===== src/rtl/fpu_pkg.sv =====
// fpu_pkg: shared constants and types for the FP adder back end.
// Rounding-mode encodings, special-value constants and the stage-1 payload.
package fpu_pkg;

  localparam int FRAC_W = 23;
  localparam int CAL_W  = 28;
  localparam int NORM_W = 27;

  localparam logic [7:0]  EXP_MAX = 8'hFF;
  localparam logic [31:0] QNAN    = 32'h7FC0_0000;
  localparam logic [31:0] INF     = 32'h7F80_0000;
  localparam logic [31:0] MAXF    = 32'h7F7F_FFFF;

  typedef enum logic [1:0] {
    RM_RNE = 2'b00,
    RM_RDN = 2'b01,
    RM_RUP = 2'b10,
    RM_RTZ = 2'b11
  } rm_e;

  // Normalized fraction plus everything stage 2 needs to round and pack.
  // exp is 9 bits so a carry out of 254 or 255 is still visible as overflow.
  typedef struct packed {
    logic [NORM_W-1:0] f;
    logic [8:0]        exp;
    logic              sign;
    rm_e               rm;
    logic              nan;
    logic              inf;
    logic [FRAC_W-1:0] nan_frac;
  } norm_t;

endpackage


===== src/rtl/fadd_lzc.sv =====
// fadd_lzc: 27-bit leading-zero count, purely combinational.
// An all-zero input reports 27.
module fadd_lzc (
  input  logic [26:0] frac_i,
  output logic [4:0]  count_o
);

  // Scan from LSB upward so the highest set bit is the last one to win.
  always_comb begin
    count_o = 5'd27;
    for (int i = 0; i < 27; i++) begin
      if (frac_i[i]) count_o = 5'(26 - i);
    end
  end

endmodule


===== src/rtl/fadd_norm_round.sv =====
// fadd_norm_round: normalize, round and pack stage of the pipelined FP adder.
// Stage 1 registers the normalized fraction, stage 2 registers the packed
// result. Optional macro FADD_FLAGS_EN adds registered {ovf, unf, inexact};
// without it flags is tied to zero and no flag logic exists.
module fadd_norm_round
  import fpu_pkg::*;
(
  input  logic              clk,
  input  logic              rst,
  input  logic              in_valid,
  output logic              in_ready,
  input  logic [CAL_W-1:0]  cal_frac,
  input  logic [7:0]        temp_exp,
  input  logic              sign,
  input  logic              op_sub,
  input  logic              s_is_nan,
  input  logic              s_is_inf,
  input  logic [FRAC_W-1:0] inf_nan_frac,
  input  logic [1:0]        rm,
  output logic              out_valid,
  input  logic              out_ready,
  output logic [31:0]       result,
  output logic [2:0]        flags
);

  logic        s1_v_q, s2_v_q;
  logic        s1_en, s2_en;
  norm_t       s1_d, s1_q;
  logic [31:0] result_d, result_q;
  logic [4:0]  lzc;
  logic [4:0]  sh;

  logic [23:0] m;
  logic        x, inc, ovf;
  logic [24:0] sum;
  logic [8:0]  e_r;
  logic [22:0] frac_r;

  fadd_lzc u_lzc (
    .frac_i  (cal_frac[NORM_W-1:0]),
    .count_o (lzc)
  );

  assign in_ready  = ~s1_v_q | ~s2_v_q | out_ready;
  assign s1_en     = in_valid & in_ready;
  assign s2_en     = s1_v_q & (~s2_v_q | out_ready);
  assign out_valid = s2_v_q;
  assign result    = result_q;

  // Stage 1: normalize so the leading one lands on bit 26 where the exponent allows.
  always_comb begin
    s1_d          = '0;
    s1_d.sign     = sign;
    s1_d.rm       = rm_e'(rm);
    s1_d.nan      = s_is_nan;
    s1_d.inf      = s_is_inf;
    s1_d.nan_frac = inf_nan_frac;
    sh            = '0;
    if (cal_frac == '0) begin
      // Exact cancellation: zero is negative only when rounding toward -inf.
      if (!s_is_nan && !s_is_inf && op_sub) s1_d.sign = (rm_e'(rm) == RM_RDN);
    end else if (cal_frac[CAL_W-1]) begin
      s1_d.f   = {cal_frac[27:2], cal_frac[1] | cal_frac[0]};
      s1_d.exp = {1'b0, temp_exp} + 9'd1;
    end else begin
      if (temp_exp == 8'd0) begin
        sh       = '0;
        s1_d.exp = '0;
      end else if (temp_exp > {3'b000, lzc}) begin
        sh       = lzc;
        s1_d.exp = {1'b0, temp_exp} - {4'b0000, lzc};
      end else begin
        // Shift stops at the denormal boundary; temp_exp <= 27 here.
        sh       = temp_exp[4:0] - 5'd1;
        s1_d.exp = '0;
      end
      s1_d.f = cal_frac[NORM_W-1:0] << sh;
      if (s1_d.exp == 9'd0 && s1_d.f[26]) s1_d.exp = 9'd1;
    end
  end

  // Stage 2: round per mode, fix up mantissa carry, saturate and pack.
  always_comb begin
    m   = s1_q.f[26:3];
    x   = |s1_q.f[2:0];
    inc = 1'b0;
    case (s1_q.rm)
      RM_RNE:  inc = s1_q.f[2] & (s1_q.f[1] | s1_q.f[0] | m[0]);
      RM_RDN:  inc = s1_q.sign & x;
      RM_RUP:  inc = ~s1_q.sign & x;
      default: inc = 1'b0;
    endcase
    sum    = {1'b0, m} + {24'd0, inc};
    e_r    = s1_q.exp;
    frac_r = sum[22:0];
    if (sum[24]) begin
      e_r    = s1_q.exp + 9'd1;
      frac_r = sum[23:1];
    end else if (s1_q.exp == 9'd0 && sum[23]) begin
      e_r = 9'd1;
    end
    ovf      = (e_r >= 9'd255);
    result_d = {s1_q.sign, e_r[7:0], frac_r};
    if (ovf) begin
      case (s1_q.rm)
        RM_RNE:  result_d = {s1_q.sign, INF[30:0]};
        RM_RUP:  result_d = s1_q.sign ? {1'b1, MAXF[30:0]} : INF;
        RM_RDN:  result_d = s1_q.sign ? {1'b1, INF[30:0]} : MAXF;
        default: result_d = {s1_q.sign, MAXF[30:0]};
      endcase
    end
    if (s1_q.nan)      result_d = {s1_q.sign, EXP_MAX, s1_q.nan_frac};
    else if (s1_q.inf) result_d = {s1_q.sign, EXP_MAX, 23'd0};
  end

  // Pipeline occupancy: a stage fills on accept and empties when drained.
  always_ff @(posedge clk or posedge rst) begin
    if (rst) begin
      s1_v_q <= 1'b0;
      s2_v_q <= 1'b0;
    end else begin
      if (s1_en)      s1_v_q <= 1'b1;
      else if (s2_en) s1_v_q <= 1'b0;
      if (s2_en)          s2_v_q <= 1'b1;
      else if (out_ready) s2_v_q <= 1'b0;
    end
  end

  // Stage data registers only load when their stage advances.
  always_ff @(posedge clk or posedge rst) begin
    if (rst) begin
      s1_q     <= '0;
      result_q <= '0;
    end else begin
      if (s1_en) s1_q     <= s1_d;
      if (s2_en) result_q <= result_d;
    end
  end

`ifdef FADD_FLAGS_EN
  logic [2:0] flags_d, flags_q;

  // Exception flags; specials report nothing.
  always_comb begin
    flags_d = '0;
    if (!s1_q.nan && !s1_q.inf)
      flags_d = {ovf, (e_r == 9'd0) & (x | ovf), x | ovf};
  end

  // Flags travel with the result register.
  always_ff @(posedge clk or posedge rst) begin
    if (rst)        flags_q <= '0;
    else if (s2_en) flags_q <= flags_d;
  end

  assign flags = flags_q;
`else
  assign flags = 3'b000;
`endif

endmodule


===== config.mk =====
export PLATFORM = sky130hd
export DESIGN_NAME = fadd_norm_round
export DESIGN_NICKNAME = d
export VERILOG_FILES = /design/src/rtl/fpu_pkg.sv /design/src/rtl/fadd_lzc.sv /design/src/rtl/fadd_norm_round.sv
export SDC_FILE = /design/constraint.sdc
export NUM_CORES = 1
export LEC_CHECK = 0
export BUFFER_PORTS_ARGS = -buffer_cell sky130_fd_sc_hd__buf_2
export CAP_MARGIN = 20
export CORE_MARGIN = 4
export CORE_UTILIZATION = 30
export CTS_BUF_LIST = sky130_fd_sc_hd__clkbuf_16
export DETAILED_ROUTE_END_ITERATION = 10
export HOLD_SLACK_MARGIN = 0.15
export PLACE_DENSITY = 0.52
export SKIP_CTS_REPAIR_TIMING = 1
export SKIP_LAST_GASP = 1
export SLEW_MARGIN = 20
export SYNTH_ARGS = -nofsm -noshare
export SYNTH_HDL_FRONTEND = slang
export SYNTH_SLANG_ARGS = --single-unit

===== constraint.sdc =====
create_clock -name clk -period 5.1 [get_ports clk]
set_input_delay 0.51 -clock clk [delete_from_list [all_inputs] [get_ports clk]]
set_output_delay 0.51 -clock clk [all_outputs]
set_load 0.02 [all_outputs]

# Word level (Yosys, flattened, before mapping)

Cells that the tools add are included.

Flip-flop bits (word level): 98
Input port bits: 69
Output and inout bits: 37
Logic and storage cells: 103

Add/subtract/negate cells: 5
$lt $le $gt $ge: 2
Equality and inequality tests: 3
Shift-type cells: 1
Mux-type cells: 54
Bitwise gates (word level): 14
Reduce and logical (&&, ||, !) cells: 14

Operators by type and width:

| cell                                                               | number |
|---|---|
| 2-to-1 mux 32 bit                                                  | 5 |
| 2-to-1 mux 5 bit                                                   | 20 |
| one-hot mux 32 bit (3 select lines)                                | 1 |
| 2-to-1 mux 36 bit                                                  | 2 |
| 2-to-1 mux 9 bit                                                   | 7 |
| 2-to-1 mux 4 bit                                                   | 8 |
| zero test 28 bit                                                   | 1 |
| << shifter 27 x 5 -> 27 bit                                        | 1 |
| adder 24 x 1 -> 25 bit                                             | 1 |
| 2-to-1 mux 23 bit                                                  | 1 |
| zero test 9 bit                                                    | 2 |
| adder 8 x 1 -> 9 bit (second input constant)                       | 1 |
| adder 9 x 1 -> 9 bit (second input constant)                       | 1 |
| greater-or-equal comparator 9 x 8 -> 1 bit (second input constant) | 1 |
| subtractor 8 x 5 -> 9 bit                                          | 1 |
| > comparator 8 x 5 -> 1 bit                                        | 1 |
| zero test 8 bit                                                    | 1 |
| 2-to-1 mux 1 bit                                                   | 7 |
| OR 1 bit                                                           | 6 |
| AND 1 bit                                                          | 5 |
| subtractor 5 x 1 -> 5 bit (second input constant)                  | 1 |
| == test 2 x 1 -> 1 bit (second input constant)                     | 2 |
| logical AND 1 bit                                                  | 4 |
| 2-to-1 mux 2 bit                                                   | 2 |
| 7 further kinds                                                    | 11 |

# Logic depth before layout (Yosys ltp)

Gate-level depths: netlist of the first run.

Depth after elaboration: 37
Gate-level depth with buffers: 20
Depth with buffers taken out: 17

# By module

A second synthesis of the first run with hierarchy kept.

Cell total of the unflattened synthesis: 944
Area total of the unflattened synthesis: 7548.5 µm²

By module, submodules not included:

| module          | times used | cells each | area each (µm²) | seq. area each (µm²) |
|---|---|---|---|---|
| fadd_norm_round | 1          | 893        | 7270.7          | 2452.4 |
| fadd_lzc        | 1          | 51         | 277.8           | 0.0 |

# Worst setup path after synthesis of the first run

No wires, ideal clock.

Kind: input to register
Start point: in cal_frac[18]
End point: reg s1_q, in the netlist m[17]
Library setup time: 0.122 ns
Data arrival time: 4.195 ns
Required time: 4.978 ns
Path slack: 0.783 ns
Stages on the path: 16
Buffers on the path: 3
Path through: or4_1 > a311oi_1 > nor2_1 > ha_1 > nor2b_1 > o31a_1 > o311a_1 > buf_2 > or3_1 > nand2_1 > buf_4 > buf_6 > mux4_2 > a221oi_1 > nand2_1 > a32o_1

Word-level cells in the longest chain between the ends: 17
Elaborated cells on any way between the ends: 18
Those cells by class: order compare (1); shift (1); mux (15); reduce/logical (1)

RTL lines:

| what                           | RTL line               | source |
|---|---|---|
| from (decl)                    | fadd_norm_round.sv:12  | `input logic [CAL_W-1:0] cal_frac,` |
| 2-to-1 mux 5 bit (9 in series) | fadd_lzc.sv:12         | `if (frac_i[i]) count_o = 5'(26 - i);` |
| > comparator 8 x 5 -> 1 bit    | fadd_norm_round.sv:69  | `end else if (temp_exp > {3'b000, lzc}) begin` |
| 2-to-1 mux 5 bit               | fadd_norm_round.sv:69  |  |
| 2-to-1 mux 5 bit               | fadd_norm_round.sv:66  | `if (temp_exp == 8'd0) begin` |
| 2-to-1 mux 5 bit               | fadd_norm_round.sv:62  | `end else if (cal_frac[CAL_W-1]) begin` |
| 2-to-1 mux 5 bit               | fadd_norm_round.sv:59  | `if (cal_frac == '0) begin` |
| << shifter 27 x 5 -> 27 bit    | fadd_norm_round.sv:77  | `s1_d.f = cal_frac[NORM_W-1:0] << sh;` |
| 2-to-1 mux 36 bit              | fadd_norm_round.sv:62  |  |
| 2-to-1 mux 36 bit *            | fadd_norm_round.sv:59  |  |
| to (signal assigned)           | fadd_norm_round.sv:132 | `s1_q <= '0;` |
| to (signal assigned)           | fadd_norm_round.sv:135 | `if (s1_en) s1_q <= s1_d;` |
| to (decl)                      | fadd_norm_round.sv:28  | `norm_t s1_d, s1_q;` |

Every way passes the cells marked *; elsewhere a longest branch is shown, timed or not. The select of a mux whose other input is x is not followed.
A chain may end at the register's enable or synchronous reset.

# Worst setup path after layout of the first run

Start point: in cal_frac[12]
End point: reg s1_q, in the netlist m[17]

Word-level cells in the longest chain between the ends: 23
Elaborated cells on any way between the ends: 24
Those cells by class: order compare (1); shift (1); mux (21); reduce/logical (1)

RTL lines:

| what                            | RTL line |
|---|---|
| 2-to-1 mux 5 bit (15 in series) | fadd_lzc.sv:12 |
| > comparator 8 x 5 -> 1 bit     | fadd_norm_round.sv:69 |
| 2-to-1 mux 5 bit                | fadd_norm_round.sv:69 |
| 2-to-1 mux 5 bit                | fadd_norm_round.sv:66 |
| 2-to-1 mux 5 bit                | fadd_norm_round.sv:62 |
| 2-to-1 mux 5 bit                | fadd_norm_round.sv:59 |
| << shifter 27 x 5 -> 27 bit     | fadd_norm_round.sv:77 |
| 2-to-1 mux 36 bit               | fadd_norm_round.sv:62 |
| 2-to-1 mux 36 bit *             | fadd_norm_round.sv:59 |

Marks and branches as above.

==> results of run 1 <==
[flip-flops by register name, summed over array words and instances (netlist names)]
register / flops
s1_v_q: 1
m: 24
result: 32
s1_q: 40
out_valid: 1
[worst min-delay path, stage by stage]
cell,delay (ps)
buf_2,70
nand2_1,40
nand2_1,40
[through the flow]
stage	util [%]	setup slack (ps)
floorplan	-	783.0
global placement	34.38	64.48
detailed placement	34.38	104.3
CTS	35.35	442.5
global route	35.35	99.66
finish	35.35	436.3
[area by class of cell]
cell class	count	area (um^2)
Clock buffer	9	225.2
Clock inverter	5	26.28
Fill cell	2785	16850
Inverter	29	111.4
Multi-Input combinational cell	815	5044
Sequential cell	98	2452
Tap cell	335	419.2
Timing Repair Buffer	155	933.4
[cells in the final DEF, fill, tap and decap left out, types with 5 or more instances in the layout]
cell / synthesis / layout
mux2_2: 10 / 10
dfrtp_1: 98 / 98
nand3_1: 33 / 33
buf_2: 14 / 102
o21ai_1: 5 / 5
nand2b_1: 8 / 8
nor3_1: 19 / 19
a21oi_1: 85 / 85
o21a_1: 10 / 10
a22oi_1: 9 / 9
ha_1: 17 / 17
or3_1: 6 / 6
nor2_1: 102 / 102
o22ai_1: 26 / 26
a211o_1: 7 / 7
buf_4: 11 / 51
nor4_1: 9 / 9
a32oi_1: 5 / 5
and3_1: 23 / 23
a31oi_1: 6 / 6
inv_1: 29 / 30
xnor2_1: 18 / 18
nor2b_1: 7 / 7
clkbuf_16: 0 / 9
o21ai_0: 38 / 38
o31ai_1: 9 / 9
xor2_1: 15 / 15
a211oi_1: 7 / 7
a221oi_1: 7 / 7
nand2_1: 171 / 170
mux2i_1: 48 / 48
o211ai_1: 9 / 9
nand4_1: 9 / 9
and2_1: 6 / 6
[per-layer routing]
layer | routed length [um] | GRT usage (%) | part of all wire, %
met1 | 13540 | 28.61 | 49
met2 | 11700 | 27.97 | 42
met3 | 2021 | 2.657 | 7.3
met4 | 550 | 5.625 | 2.0
met5 | 0 | 0 | 0
[logic make-up (layout without fill, tap and decap cells)]
family,after synthesis,in the layout,share of synthesized area [%]
mux,60,60,8.026
xor+xnor,33,33,3.636
simple gates,423,423,25.35
fa+ha+maj,18,18,2.927
buf+inv,98,198,5.854
compound gates,278,278,23.31
other cells,1,3,0.04717
flops,98,98,30.85
[power by group through the flow]
stage	combinational (mW)	clock (mW)	sequential [mW]
after floorplan	0.565	0	1.11
after global placement	0.934	0	1.07
after detailed placement	0.934	0	1.07
after CTS	0.940	0.626	1.06
after global routing	1.04	0.656	1.09
final	0.943	0.611	1.06
[final timing paths]
| kind | endpoint | cells after the start | start | slack, ps |
|---|---|---|---|---|
| max | m[17] | 18 | cal_frac[12] | 440 |
| max in group asynchronous | m[17] | 3 | rst | 3840 |
| min in group asynchronous | s1_q[21] | 2 | rst | 360 |
| max reg2reg | result[14] | 17 | s1_q[25] | 450 |
| min reg2reg | s1_q[4] | 2 | s1_q[4] | 470 |
| min | s1_q[9] | 3 | inf_nan_frac[9] | 340 |
==> impl_metrics.toml, run 1 <==
[synthesis]
synthCells = 1009
synth_flop_cell = "dfrtp_1"
synth_warnings = 0
synthTopCellsByCount = "nand2_1 (171), nor2_1 (102), dfrtp_1 (98)"
ys_types = 86
synth.ff_latch_count = 98
seq_area_frac_synth_pct = 30.85
synth.area.top_cells = "dfrtp_1 (31%), nand2_1 (8.1%), mux2i_1 (6.0%)"
synth.avg_cell_area_um2 = 7.879
synth_edf_count = 0
synth_top_area_share_pct = 30.85
async_reset_ff_share_pct = 100.0
yosys.area.top_type = "dfrtp_1"
synthMostInstantiatedCell = "nand2_1"
syn_area_um2 = 7950

[critical_path]
crit_path_top_delay_cell = "nor4_1"
crit_required_ps = 5340
slowest_delay_ps = 600
critPathArrivalTime_ps = 4900
path_buf_inv = 4
crit_type = "input port to flip-flop"
critPathCaptureType = "flip-flop"
crit_path_max_fanout = 16
cp_top_family = "compound AO/OA/AOI/OAI gates"
setup.worst_path.start_class = "input port"
crit_chain = "buf_2 > nor4_1 > o21ai_1 > a31oi_1 > ha_1 > o21a_1 > o31a_1 > o311a_1 > buf_4 > or3_1 > nand2_1 > buf_12 > buf_4 > nor3_1 > a221o_1 > a32oi_1 > nand2_1 > a32o_1"

[sta]
rsz0062_at_grt = "false"
fin_skew_ps = 8.151
setup_violations = 0
tightest_slew_ps = 928.4
hold_slack_ps = 344.4
fin_crit_sh_pct = 91.45
period_needed_ps = 4664
clock.fmax_mhz = 214.4
tns_ps = 0
slew_violations = 0
hold_viol = 0
slew_headroom_pct = 38.11

[grt]
grt_pass1_vias = 7577
overflow = 0
antenna_found_initial = 0
grt_pass1_wl_um = 44300
grt_util_all_layers_pct = 18.94
grt_max_degree = 75

[power]
p_per_area_nw_per_um2 = 283.8
seq_power_share_pct = 40.6
p_clk_share_pct = 23.4
ir_drop_uv = 203.6
p_total_mw = 2.615
p_leak_nw = 4.139
swShare_pct = 38.58
p_switching_mw = 1.009
pwr-share-comb_pct = 36.1
p_int_mw = 1.606

[clock_tree]
clkSinkCount = 98
cts_buffers = 9
clock_latency_ps = 350
htree_levels = 3
max-clock-path-buffers = 2
cts_tree = "yes"
cts_root_buffer = "clkbuf_16"
path_clk_slew_ps = 70

[final_layout]
antennaDiodeCount = 0
drive_above_1_share_pct = 18.18
syn_to_final_growth_pct = 15.86
fin_cells = 1446
fin_nets = 1195
stdcell_area_um2 = 9211

[routing]
antenna_left = 0
drc = 0
wirelength_um = 27810
routed_via_density = 5.490
first_pass_iters = 5
wl_per_cell_um = 19.23
routed-via-count = 7939
drt-initial-drc-count = 846

[placed_design]
hpwl_um = 21020
place.gp.congestion = 0.9436
post-place-cells = 1432
port_buffers = 102
placed_cell_area_um2 = 8960

[status]
status = "complete, no violations"

[flow_run]
max_cap_viol_count = 0

[floorplanning]
die_area_um2 = 29170
coreArea_um2 = 26060
die_x_um = 170.8
die_y_um = 170.8
initial_core_util_pct = 30.51
ios = 106
fp-row-count = 59

[worst_hold_path]
min_path_type = "input port to flip-flop"
Power figures use the tool's default switching activity.
==> run 2: changes to the inputs <==
--- a/config.mk
+++ b/config.mk
@@ -13,6 +13,7 @@
 export DETAILED_ROUTE_END_ITERATION = 10
 export HOLD_SLACK_MARGIN = 0.15
 export PLACE_DENSITY = 0.52
+export RECOVER_POWER = 100
 export SKIP_CTS_REPAIR_TIMING = 1
 export SKIP_LAST_GASP = 1
 export SLEW_MARGIN = 20
==> constraint.sdc (replaced) <==
create_clock -name clk -period 5.1 [get_ports clk]
set_input_delay 0 -clock clk [delete_from_list [all_inputs] [get_ports clk]]
set_output_delay 0 -clock clk [all_outputs]
set_load 0.02 [all_outputs]
==> impl_metrics.toml, run 2 (same netlist as run 1, synthesis figures left out) <==
[grt]
antenna_found_initial = 0
grt_pass1_wl_um = 44220
grt_pass1_vias = 7493
overflow = 0
grt_util_all_layers_pct = 19.17
grt_max_degree = 69

[sta]
tns_ps = 0
rsz0062_at_grt = "false"
period_needed_ps = 4844
fin_crit_sh_pct = 94.98
clock.fmax_mhz = 206.4
slew_violations = 102
hold_viol = 0
tightest_slew_ps = 2601
slew_headroom_pct = -73.42
setup_violations = 0
fin_skew_ps = 7.573

[critical_path]
critPathArrivalTime_ps = 5130
crit_required_ps = 5390
startpoint = "cal_frac[10]"
crit_type = "input port to flip-flop"
slowest_delay_ps = 540
crit_path_top_delay_cell = "dlygate4sd3_1"
path_buf_inv = 4
reg2reg_to = "result[4]"
ff2ff_setup_slack_ps = 480
cp_top_family = "compound AO/OA/AOI/OAI gates"
crit_path_max_fanout = 17
r2r_start = "s1_q[25]"
cpMostUsedCell = "nor2_1"
crit_path_end = "m[17]"
critPathCaptureType = "flip-flop"
setup.worst_path.start_class = "input port"
cp.depth = 19
crit_chain = "dlygate4sd3_1 > buf_2 > nor2_1 > o311ai_0 > a311oi_1 > nor2_1 > ha_1 > nor2b_1 > o31a_1 > o311a_1 > buf_4 > or3_1 > nand2_1 > buf_4 > nor2_1 > a22oi_1 > a32oi_1 > nand2_1 > a32o_1"
worst_r2r_path_depth = 17

[routing]
wl_per_cell_um = 19.62
drc = 0
antenna_left = 0
routed-via-count = 8093
first_pass_iters = 5
routed_via_density = 5.524
wirelength_um = 28750
drt-initial-drc-count = 851

[final_layout]
top_register = "s1_q"
drive_above_1_share_pct = 12.21
antennaDiodeCount = 0
largest_reg_flops = 40
layout_commonest_cell = "nand2_1"
finalCoreUtilization_pct = 36.13
layout_common_cells = "nand2_1 (170), nor2_1 (102), dfrtp_1 (98)"
fin_nets = 1212
syn_to_final_growth_pct = 18.41

[clock_tree]
path_clk_slew_ps = 70
cts_tree = "yes"
htree_levels = 3
cts_buffers = 9
clock_latency_ps = 360
cts_root_buffer = "clkbuf_16"
max-clock-path-buffers = 2
clkSinkCount = 98

[power]
swShare_pct = 37.68
seq_power_share_pct = 39.0
p_clk_share_pct = 26.9
ir_drop_uv = 263.0
p_int_mw = 1.699
p_per_area_nw_per_um2 = 289.6
pwr-share-comb_pct = 34.1
p_leak_nw = 4.092
p_switching_mw = 1.027

[placed_design]
place.gp.congestion = 0.9384
hpwl_um = 21280
port_buffers = 102

[floorplanning]
die_x_um = 170.8
coreArea_um2 = 26060
initial_core_util_pct = 30.51
fp-row-count = 59
die_area_um2 = 29170
die_y_um = 170.8
ios = 106

[flow_run]
max_cap_viol_count = 2

[worst_hold_path]
min_path_type = "input port to flip-flop"

[status]
violations = "capacitance limit, slew limit"
status = "complete, but fails checks"
run 2: per-stage QoR:
stage	cell area, um^2	setup WS, ps	std cells	hold WS [ps]	power [mW]
5_1_grt	9414	24.00	1465	156.2	2.902
2_1_floorplan	7958	1201	1011	105.4	1.673
4_1_cts	9066	548.1	1423	-246.6	2.741
3_3_place_gp	8747	452.9	1407	138.3	1.994
3_5_place_dp	8747	388.4	1407	135.2	1.994
6_report	9414	255.8	1465	114.4	2.726
run 2: final cells by class:
type	instances	area, um^2
clock inverter	7	93.84
timing repair buffer	172	1086
multi-input combinational	815	5027
clock buffer	9	225.2
inverter	29	110.1
sequential	98	2452
fill	2775	16640
tap	335	419.2
run 2: worst min path at each step:
stage / startpoint / endpoint / slack, ps / depth (start not counted)
after CTS: rst / s1_q[17] / -250 / 2
after global routing: cal_frac[2] / s1_q[38] / 160 / 3
final: cal_frac[23] / m[19] / 110 / 3
after global placement: rst / s1_q[21] / 140 / 2
after floorplan: inf_nan_frac[0] / s1_q[0] / 110 / 2
after detailed placement: rst / s1_q[21] / 140 / 2
run 2: worst reg2reg max path: stages, from the launching register on:
cell	delay, ps
dfrtp_1	390
inv_1	90
ha_1	200
ha_1	290
o211ai_1	90
a221oi_1	320
ha_1	270
ha_1	270
and2_0	210
nand4_2	250
nor4b_4	450
nand4_1	280
nor3_2	330
nor3_4	110
a2bb2oi_2	140
clkbuf_2	440
a21oi_1	110
a211o_1	280
run 2: power groups by stage:
stage	registers, mW	clock network (mW)	logic [mW]
2_1_floorplan	1.11	0	0.565
3_3_place_gp	1.07	0	0.922
3_5_place_dp	1.07	0	0.920
4_1_cts	1.06	0.755	0.926
5_1_grt	1.08	0.790	1.03
6_report	1.06	0.734	0.930
run 2: per-layer routing:
metal | GRT usage [%] | vias to the layer above | part of all wire (%)
li1 | - | 3894 | -
met1 | 29.01 | 3880 | 49
met2 | 29.20 | 296 | 44
met3 | 2.611 | 23 | 6.2
met4 | 3.924 | 0 | 1.1
met5 | 0 | - | 0
==> run 3: changes to the inputs <==
--- a/config.mk
+++ b/config.mk
@@ -19,4 +19,5 @@
 export SLEW_MARGIN = 20
 export SYNTH_ARGS = -nofsm -noshare
 export SYNTH_HDL_FRONTEND = slang
+export SYNTH_HIERARCHICAL = 1
 export SYNTH_SLANG_ARGS = --single-unit
==> impl_metrics.toml, run 3 <==
[floorplanning]
fp-row-count = 57
coreArea_um2 = 24530
die_x_um = 166.6
die_y_um = 166.6
die_area_um2 = 27760
ios = 106
initial_core_util_pct = 30.77

[sta]
slew_violations = 96
hold_slack_ps = 130.6
period_needed_ps = 4694
fin_skew_ps = 11.87
slew_headroom_pct = -58.98
tns_ps = 0
tightest_slew_ps = 2385
hold_viol = 0
fin_crit_sh_pct = 92.04
clock.fmax_mhz = 213.0
rsz0062_at_grt = "false"
setup_violations = 0

[critical_path]
cpMostUsedCell = "mux2i_1"
cp_top_family = "compound AO/OA/AOI/OAI gates"
worst_r2r_path_depth = 17
setup.worst_path.start_class = "input port"
slowest_delay_ps = 530
r2r_start = "s1_q[25]"
critPathArrivalTime_ps = 4970
crit_required_ps = 5380
path_buf_inv = 4
crit_type = "input port to flip-flop"
crit_chain = "dlygate4sd3_1 > buf_2 > or4_1 > o21ai_1 > nand2_1 > a21oi_2 > inv_1 > ha_1 > and4_1 > and3_1 > a31o_1 > a211oi_1 > clkbuf_2 > mux2i_1 > a32o_1 > a221oi_2 > mux2i_1 > o22ai_1"
ff2ff_setup_slack_ps = 650
critPathCaptureType = "flip-flop"
crit_path_max_fanout = 23
reg2reg_to = "result[0]"
crit_path_top_delay_cell = "dlygate4sd3_1"

[synthesis]
synth_edf_count = 0
yosys.area.top_type = "dfrtp_1"
synth.area.top_cells = "dfrtp_1 (32%), nand2_1 (7.4%), nor2_1 (5.9%)"
synth_flop_cell = "dfrtp_1"
synth.ff_latch_count = 98
syn_area_um2 = 7548
seq_area_frac_synth_pct = 32.49
synth_warnings = 6
synthMostInstantiatedCell = "nand2_1"
synth.avg_cell_area_um2 = 7.996
synth_top_area_share_pct = 32.49
synthTopCellsByCount = "nand2_1 (148), nor2_1 (118), dfrtp_1 (98)"
ys_types = 83
async_reset_ff_share_pct = 100.0
synthCells = 944

[grt]
antenna_found_initial = 0
grt_util_all_layers_pct = 18.78
grt_max_degree = 58
overflow = 0
grt_pass1_wl_um = 42250
grt_pass1_vias = 7220

[routing]
wirelength_um = 27080
drt-initial-drc-count = 603
wl_per_cell_um = 19.47
antenna_left = 0
routed_via_density = 5.564
routed-via-count = 7740
first_pass_iters = 5
drc = 0

[final_layout]
multi_input_area_um2 = 4717
syn_to_final_growth_pct = 19.36
antennaDiodeCount = 0
largest_reg_flops = 40
ff_latch_area_um2 = 2452
drive_above_1_share_pct = 12.84
fin_cells = 1391
fin_nets = 1149
top_register = "s1_q"
layout_commonest_cell = "nand2_1"
layout_common_cells = "nand2_1 (147), nor2_1 (118), dfrtp_1 (98)"
fillers = 2625

[power]
p_per_area_nw_per_um2 = 297.1
ir_drop_uv = 136.4
p_leak_nw = 3.715

[worst_hold_path]
worstHoldEndpoint = "m[6]"
min_from = "cal_frac[10]"
hold_path_depth = 3
min_path_type = "input port to flip-flop"

[clock_tree]
clkSinkCount = 98
max-clock-path-buffers = 2
cts_tree = "yes"
cts_buffers = 9
htree_levels = 3
path_clk_slew_ps = 70
clock_latency_ps = 360
cts_root_buffer = "clkbuf_16"

[placed_design]
port_buffers = 102
hpwl_um = 19760
post-place-cells = 1333
place.gp.congestion = 0.9475

[status]
status = "complete, but fails checks"
violations = "capacitance limit, slew limit"

[flow_run]
max_cap_viol_count = 2
[run 3: cell types whose count changed after synthesis, moves of 9 or more]
cell,previous run,this run
o22ai_1,26,39
nand3_1,33,22
o21ai_0,38,20
nand2_1,171,148
and3_1,23,9
nor2_1,102,118
mux2_1,0,9
mux2i_1,48,29
[run 3: worst max-delay path by stage]
stage / from / endpoint / slack, ps / cells after the start
finish: cal_frac[7] / m[7] / 410 / 18
global route: cal_frac[7] / m[7] / 110 / 17
CTS: s1_q[25] / result[6] / 660 / 18
detailed placement: s1_q[25] / result[14] / 680 / 18
global placement: cal_frac[7] / s1_q[28] / 790 / 17
floorplan: s1_q[25] / result[0] / 1250 / 17
[run 3: layout make-up]
| type | count | share of cell area, % |
|---|---|---|
| Multi-Input combinational cell | 768 | 52.35 |
| Clock inverter | 7 | 1.097 |
| Clock buffer | 9 | 2.500 |
| Inverter | 23 | 0.9721 |
| Sequential cell | 98 | 27.22 |
| Tap cell | 324 | 4.499 |
| Timing Repair Buffer | 162 | 11.36 |
[run 3: kinds of logic after synthesis]
group,count (synthesis),synth area share (%)
simple gates,389,23.40
buf+inv,80,4.890
flops,98,32.49
xor+xnor,34,3.945
mux,48,6.929
other cells,1,0.04968
compound gates,276,25.21
fa+ha+maj,18,3.083
[run 3: power breakdown]
part	internal (mW)	switching, mW	total [mW]
combinational	0.322	0.551	0.872
sequential	0.914	0.142	1.06
clock	0.434	0.315	0.749
[run 3: metrics by stage]
stage          power, mW  util [%]  instance area, um^2  setup WS [ps]
2_1_floorplan      1.608         -                 7556           1254
3_3_place_gp       1.929     34.02                 8347          787.3
3_5_place_dp       1.928     34.02                 8347          679.9
4_1_cts            2.686     35.34                 8671          656.9
5_1_grt            2.836     36.72                 9010          114.5
6_report           2.677     36.72                 9010          406.0
[run 3: per-layer routing]
metal	wire (um)	GRT usage (%)	vias to the layer above
met5	0	0	-
met4	688	6.368	0
met3	1702	3.271	50
met2	11710	27.23	285
met1	12980	28.14	3688
li1	-	-	3717
[run 3: tightest hold or removal path, cell delays in order]
cell     delay, ps
buf_2          190
a21oi_1        130
o22ai_1        120
